File: src/rtl/pipe_ctrl_pkg.sv
// ---------------------------------------------------------------------------
// pipe_ctrl_pkg
// Shared definitions for the pipeline hazard controller slice.
//   CTRL_ST_WIDTH  : width of the controller state encoding (2 bits)
//   ctrl_state_e   : CTRL_ST_RUN    - no pause outstanding
//                    CTRL_ST_PAUSED - one or more stages hold a pending pause
// ---------------------------------------------------------------------------
package pipe_ctrl_pkg;

   localparam int CTRL_ST_WIDTH = 2;

   typedef enum logic [CTRL_ST_WIDTH-1:0] {
      CTRL_ST_RUN    = 2'd0,
      CTRL_ST_PAUSED = 2'd1
   } ctrl_state_e;

endpackage

File: src/rtl/pause_wdt.sv
// ---------------------------------------------------------------------------
// pause_wdt
// Pause watchdog: a saturating cycle counter plus a sticky error flag.
// Only built when PIPE_CTRL_WATCHDOG_EN is defined.
// Ports:
//   clk   in  clock
//   rst   in  asynchronous, active-low reset
//   clr   in  zero the counter (held while the controller is running)
//   inc   in  count one paused cycle
//   fire  out the current paused cycle is the last one allowed
//   err   out sticky; the watchdog has fired since reset
// ---------------------------------------------------------------------------
module pause_wdt #(
   parameter int PAUSE_MAX = 15
) (
   input  logic clk,
   input  logic rst,
   input  logic clr,
   input  logic inc,
   output logic fire,
   output logic err
);

   localparam int CNT_W = $clog2(PAUSE_MAX + 1);
   localparam logic [CNT_W-1:0] CNT_FIRE = CNT_W'(PAUSE_MAX - 1);
   localparam logic [CNT_W-1:0] CNT_SAT  = CNT_W'(PAUSE_MAX);

   logic [CNT_W-1:0] cnt;

   // The counter reads k during the (k+1)-th paused cycle, so the fire
   // cycle is the PAUSE_MAX-th paused cycle.
   assign fire = inc & (cnt == CNT_FIRE);

   // Paused-cycle counter; it saturates rather than wrapping so a stray
   // extra increment can never re-arm an early fire.
   always_ff @(posedge clk or negedge rst) begin
      if (!rst) begin
         cnt <= '0;
      end else if (clr) begin
         cnt <= '0;
      end else if (inc && (cnt != CNT_SAT)) begin
         cnt <= cnt + 1'b1;
      end
   end

   // Sticky error: once set it is only cleared by reset.
   always_ff @(posedge clk or negedge rst) begin
      if (!rst) begin
         err <= 1'b0;
      end else if (fire) begin
         err <= 1'b1;
      end
   end

endmodule

File: src/rtl/pipe_ctrl.sv
// ---------------------------------------------------------------------------
// pipe_ctrl
// Parametrised pipeline hazard controller. Arbitrates per-stage pause,
// unpause and redirect (flush) requests into per-stage stall / flush /
// bubble controls. Stage 0 is fetch; higher indices are older stages.
// Configuration macro: PIPE_CTRL_WATCHDOG_EN
//   defined   -> pause watchdog (pause_wdt) bounds every pause
//   undefined -> no watchdog, timeout_err tied low, pauses are unbounded
// Ports:
//   clk          in   clock
//   rst          in   asynchronous, active-low reset
//   pause_req    in   [STAGES] stage s holds itself and all younger stages
//   unpause      in   [STAGES] stage s's multi-cycle condition resolved
//   flush_req    in   [STAGES] stage s redirects; younger stages are killed
//   stall        out  [STAGES] stage k holds its register
//   flush        out  [STAGES] stage k loads NOP next edge (wrong path)
//   bubble       out  [STAGES] stage k loads NOP because its feeder stalls
//   busy         out  controller is in the PAUSED state
//   timeout_err  out  sticky; the watchdog has fired since reset
// ---------------------------------------------------------------------------
module pipe_ctrl
   import pipe_ctrl_pkg::*;
#(
   parameter int STAGES    = 3,
   parameter int PAUSE_MAX = 15
) (
   input  logic              clk,
   input  logic              rst,
   input  logic [STAGES-1:0] pause_req,
   input  logic [STAGES-1:0] unpause,
   input  logic [STAGES-1:0] flush_req,
   output logic [STAGES-1:0] stall,
   output logic [STAGES-1:0] flush,
   output logic [STAGES-1:0] bubble,
   output logic              busy,
   output logic              timeout_err
);

   ctrl_state_e       state, state_nxt;
   logic [STAGES-1:0] pend, pend_nxt;
   logic [STAGES-1:0] act;
   logic [STAGES-1:0] stall_raw;
   logic [STAGES-1:0] flush_ok;
   logic              fire;

   assign busy = (state == CTRL_ST_PAUSED);

`ifdef PIPE_CTRL_WATCHDOG_EN
   logic wdt_clr;

   // The counter is held at zero while running, so it starts from zero on
   // the first paused cycle.
   assign wdt_clr = (state == CTRL_ST_RUN);

   pause_wdt #(
      .PAUSE_MAX (PAUSE_MAX)
   ) u_pause_wdt (
      .clk  (clk),
      .rst  (rst),
      .clr  (wdt_clr),
      .inc  (busy),
      .fire (fire),
      .err  (timeout_err)
   );
`else
   logic unused_pause_max;

   assign unused_pause_max = ^PAUSE_MAX;
   assign fire             = 1'b0;
   assign timeout_err      = 1'b0;
`endif

   // Hazard arbitration. An unpause beats a same-cycle pause request, and
   // the oldest active pauser sets the stall depth (it stalls itself and
   // everything younger). A flush from stage s kills every stage below the
   // highest unstalled redirecting stage; "some valid flusher sits above k"
   // is exactly "k < f", so no explicit priority encoder is needed. The same
   // kill mask clears the pending pauses of the killed instructions.
   always_comb begin
      act       = (pend | pause_req) & ~unpause;
      stall_raw = '0;
      flush_ok  = '0;
      flush     = '0;
      stall     = '0;
      bubble    = '0;
      pend_nxt  = '0;
      state_nxt = CTRL_ST_RUN;

      stall_raw[STAGES-1] = act[STAGES-1];
      for (int k = STAGES - 2; k >= 0; k--) begin
         stall_raw[k] = act[k] | stall_raw[k+1];
      end

      flush_ok = flush_req & ~stall_raw;
      for (int k = STAGES - 2; k >= 0; k--) begin
         flush[k] = flush_ok[k+1] | flush[k+1];
      end

      stall = stall_raw & ~flush;

      for (int k = 1; k < STAGES; k++) begin
         bubble[k] = stall[k-1] & ~stall[k] & ~flush[k];
      end

      pend_nxt = act & ~flush;
      if (fire) begin
         pend_nxt = '0;
      end

      if (pend_nxt != '0) begin
         state_nxt = CTRL_ST_PAUSED;
      end
   end

   // State and pending-pause registers; reset aborts any pause at once.
   always_ff @(posedge clk or negedge rst) begin
      if (!rst) begin
         state <= CTRL_ST_RUN;
         pend  <= '0;
      end else begin
         state <= state_nxt;
         pend  <= pend_nxt;
      end
   end

endmodule
File: config.mk
export PLATFORM = sky130hd
export DESIGN_NAME = pipe_ctrl
export DESIGN_NICKNAME = d
export VERILOG_FILES = /design/src/rtl/pipe_ctrl_pkg.sv /design/src/rtl/pause_wdt.sv /design/src/rtl/pipe_ctrl.sv
export SDC_FILE = /design/constraint.sdc
export NUM_CORES = 1
export LEC_CHECK = 0
export ABC_AREA = 1
export ABC_CLOCK_PERIOD_IN_PS = 990
export BUFFER_PORTS_ARGS = -buffer_cell sky130_fd_sc_hd__buf_2
export CORE_AREA = 2 2 39 41
export DETAILED_ROUTE_END_ITERATION = 10
export DIE_AREA = 0 0 41 43
export GPL_TIMING_DRIVEN = 0
export PLACE_DENSITY = 0.62
export SKIP_CTS_REPAIR_TIMING = 1
export SLEW_MARGIN = 40
export SYNTH_ARGS = -nofsm -noshare
export SYNTH_HDL_FRONTEND = slang
export SYNTH_SLANG_ARGS = --single-unit
File: constraint.sdc
create_clock -name clk -period 0.99 [get_ports clk]
set_clock_uncertainty 0.15 [all_clocks]
set_input_delay 0.099 -clock clk [delete_from_list [all_inputs] [get_ports clk]]
set_output_delay 0.099 -clock clk [all_outputs]
set_load 0.01 [all_outputs]
==> results.cfg <==
[final_layout]
design_area_um2 = 519
final_cell_mix = sky130_fd_sc_hd__buf_2, sky130_fd_sc_hd__buf_4, sky130_fd_sc_hd__nor2_1, sky130_fd_sc_hd__buf_6
area.sequential_um2 = 100
multi_input_area_um2 = 179
nNetsFinal = 73
num-fill-cells = 154
post_route_cells_drive_above_1_share = 0.700
antenna_cells_inserted = 0
finalCoreUtilization = 0.375
area_growth_pct = 77.4
mostFrequentLayoutCell = sky130_fd_sc_hd__buf_2

[clock_tree]
clk_transition_reported_paths_ns = 0.03
tritoncts.num_buffers = 3
maximum_level_of_the_cts_h_tree = 1
cts-root-to-sink-buffers = 2
cts_tree = yes
cts_root_buf = sky130_fd_sc_hd__clkbuf_4
worstSkewPairLatency_ns = 0.24
clkSinkCount = 4

[logic_synthesis]
seq_area_frac_synth = 0.342
synthesized_instance_count = 34
synth.distinct_cells = 15
ranking_of_synthesized_cells_by_area = sky130_fd_sc_hd__dfrtp_1, sky130_fd_sc_hd__o21bai_4, sky130_fd_sc_hd__nor2_1
yosys.area.top_type_share = 0.342
synthDominantAreaCellType = sky130_fd_sc_hd__dfrtp_1
synth.avg_cell_area_um2 = 8.61
summed_instance_area_of_the_synthesized_netlist_um2 = 293
number_of_flip_flops_and_latches_in_the_synthesized_netlist = 4
yosysWarningCount = 0

[drt]
route.detailed.drc = 0
viasPerCell = 3.82
number_of_drc_markers_in_iteration_0 = 2
dr.pass1.iters = 2
vias = 290
antenna_left = 0
wl_per_cell_um = 8.54
finalWirelength_um = 649

[grt]
largest_net_degree_at_the_start_of_global_routing = 5
globalRouteOverflowTotal = 0
antenna_found_initial = 0
global_route.usage.total = 0.0857
grt_pass1_vias = 254
grt_first_pass_wirelength_mm = 1.00

[floorplanning]
initial_core_utilization = 0.212
design.core.area_um2 = 1380
floorplan.io_pins = 22
die_h_um = 43
placement_rows = 14
fp.dieArea_um2 = 1760
die_width_um = 41

[run]
max-cap-violations = 0

[pwr]
clockPowerShare = 0.337
power.density_cell_area_nw_per_um2 = 1150
p_leak_nw = 0.281
power.switching_fraction = 0.297
power_frac_comb = 0.354
intPower_mw = 0.421
switching_power_mw = 0.177
sequentialPowerShare = 0.309
ir_drop_v = 0.000436

[critical_path]
worst_ep_required_time_ns = 0.74
cp-start-kind = register
timing.setup.critical_path_class = register to primary output
worstSetupEndpointType = primary output
worstPathArrival_ns = 1.24
cp_max_fo = 3

[timing]
setup_slack_ns = -0.502
holdWs_ns = -0.0684
final_max_tran_viols = 0
setup_viol_count_final = 10
grt_setup_unrepaired = yes
final-hold-violation-count = 2
fin_crit_ns = 1.49
max_clock_freq_mhz = 670
ratio_of_final_minimum_period_to_clock_period = 1.51

[outcome]
run_status = finished with violations
violations = hold timing, setup timing

[place]
place.gp.congestion = 0.733
placed_area_um2 = 408
placement.io_buffers = 17

[min_path]
hold_path.class = input pin to register
cell type report:
type                       instances  area share
multi-input combinational         23       0.345
timing repair buffer              21       0.282
sequential                         4       0.193
buffer                             4      0.0578
clock buffer                       3      0.0434
inverter                           5      0.0410
tap                               16      0.0386
final timing paths:
path,start,end,slack (ns),cells after the start
worst max register to register,pend[2],state[0],-0.20,5
max in group asynchronous,rst,pend[2],0.52,2
worst min register to register,pend[1],pend[1],0.46,2
worst max-delay path,pend[2],bubble[2],-0.50,7
min in group asynchronous,rst,state[0],0.05,2
worst min-delay path,unpause[2],pend[2],-0.07,2
layer usage:
layer | track usage | routed length (um)
met1 | 0.0945 | 247
met2 | 0.125 | 341
met3 | 0.0209 | 36
met4 | 0.0800 | 23
met5 | 0 | 0
critical path, cell delays in order (launching register included):
cell	delay (ns)
sky130_fd_sc_hd__dfrtp_1	0.40
sky130_fd_sc_hd__o21bai_4	0.18
sky130_fd_sc_hd__nand2_4	0.09
sky130_fd_sc_hd__inv_4	0.08
sky130_fd_sc_hd__nor2_4	0.03
sky130_fd_sc_hd__nand2_1	0.06
sky130_fd_sc_hd__inv_1	0.04
sky130_fd_sc_hd__buf_2	0.12
power groups by stage:
stage          Clock (mW)  Sequential [mW]  Combinational (mW)
2_1_floorplan           0            0.188              0.0995
3_3_place_gp            0            0.186               0.160
3_5_place_dp            0            0.187               0.162
4_1_cts             0.206            0.185               0.162
5_1_grt             0.224            0.186               0.231
6_report            0.201            0.185               0.212
cells in the mapped netlist (all sizes together):
cell	count
buf	4
conb	1
nand4	1
nor3	1
inv	5
dfrtp	4
o21bai	2
nand2	3
nor2	12
nand3	1
flip-flops by register name, indices dropped and copies added (netlist names):
name   count
state      1
pend       3
per-stage QoR:
| step | total power, mW | cells | hold slack, ns | worst slack (ns) | setup TNS (ns) |
|---|---|---|---|---|---|
| 5_1_grt | 0.641 | 76 | -0.0688 | -0.574 | -4.26 |
| 3_3_place_gp | 0.346 | 69 | -0.244 | -0.240 | -1.38 |
| 3_5_place_dp | 0.348 | 69 | -0.242 | -0.276 | -1.66 |
| 2_1_floorplan | 0.288 | 36 | -0.347 | -0.0966 | -0.539 |
| 6_report | 0.598 | 76 | -0.0684 | -0.502 | -3.60 |
| 4_1_cts | 0.553 | 72 | -0.491 | -0.535 | -3.46 |
cell families (layout without fill, tap and decap cells):
kind of cell	count (synthesis)	after routing	synth area share
AOI/OAI and AO/OA	2	2	0.128
buffers and inverters	9	33	0.175
DFF	4	4	0.342
other	1	3	0.0128
and+or+nand+nor	18	18	0.342
(Power assumes the default switching activity.)
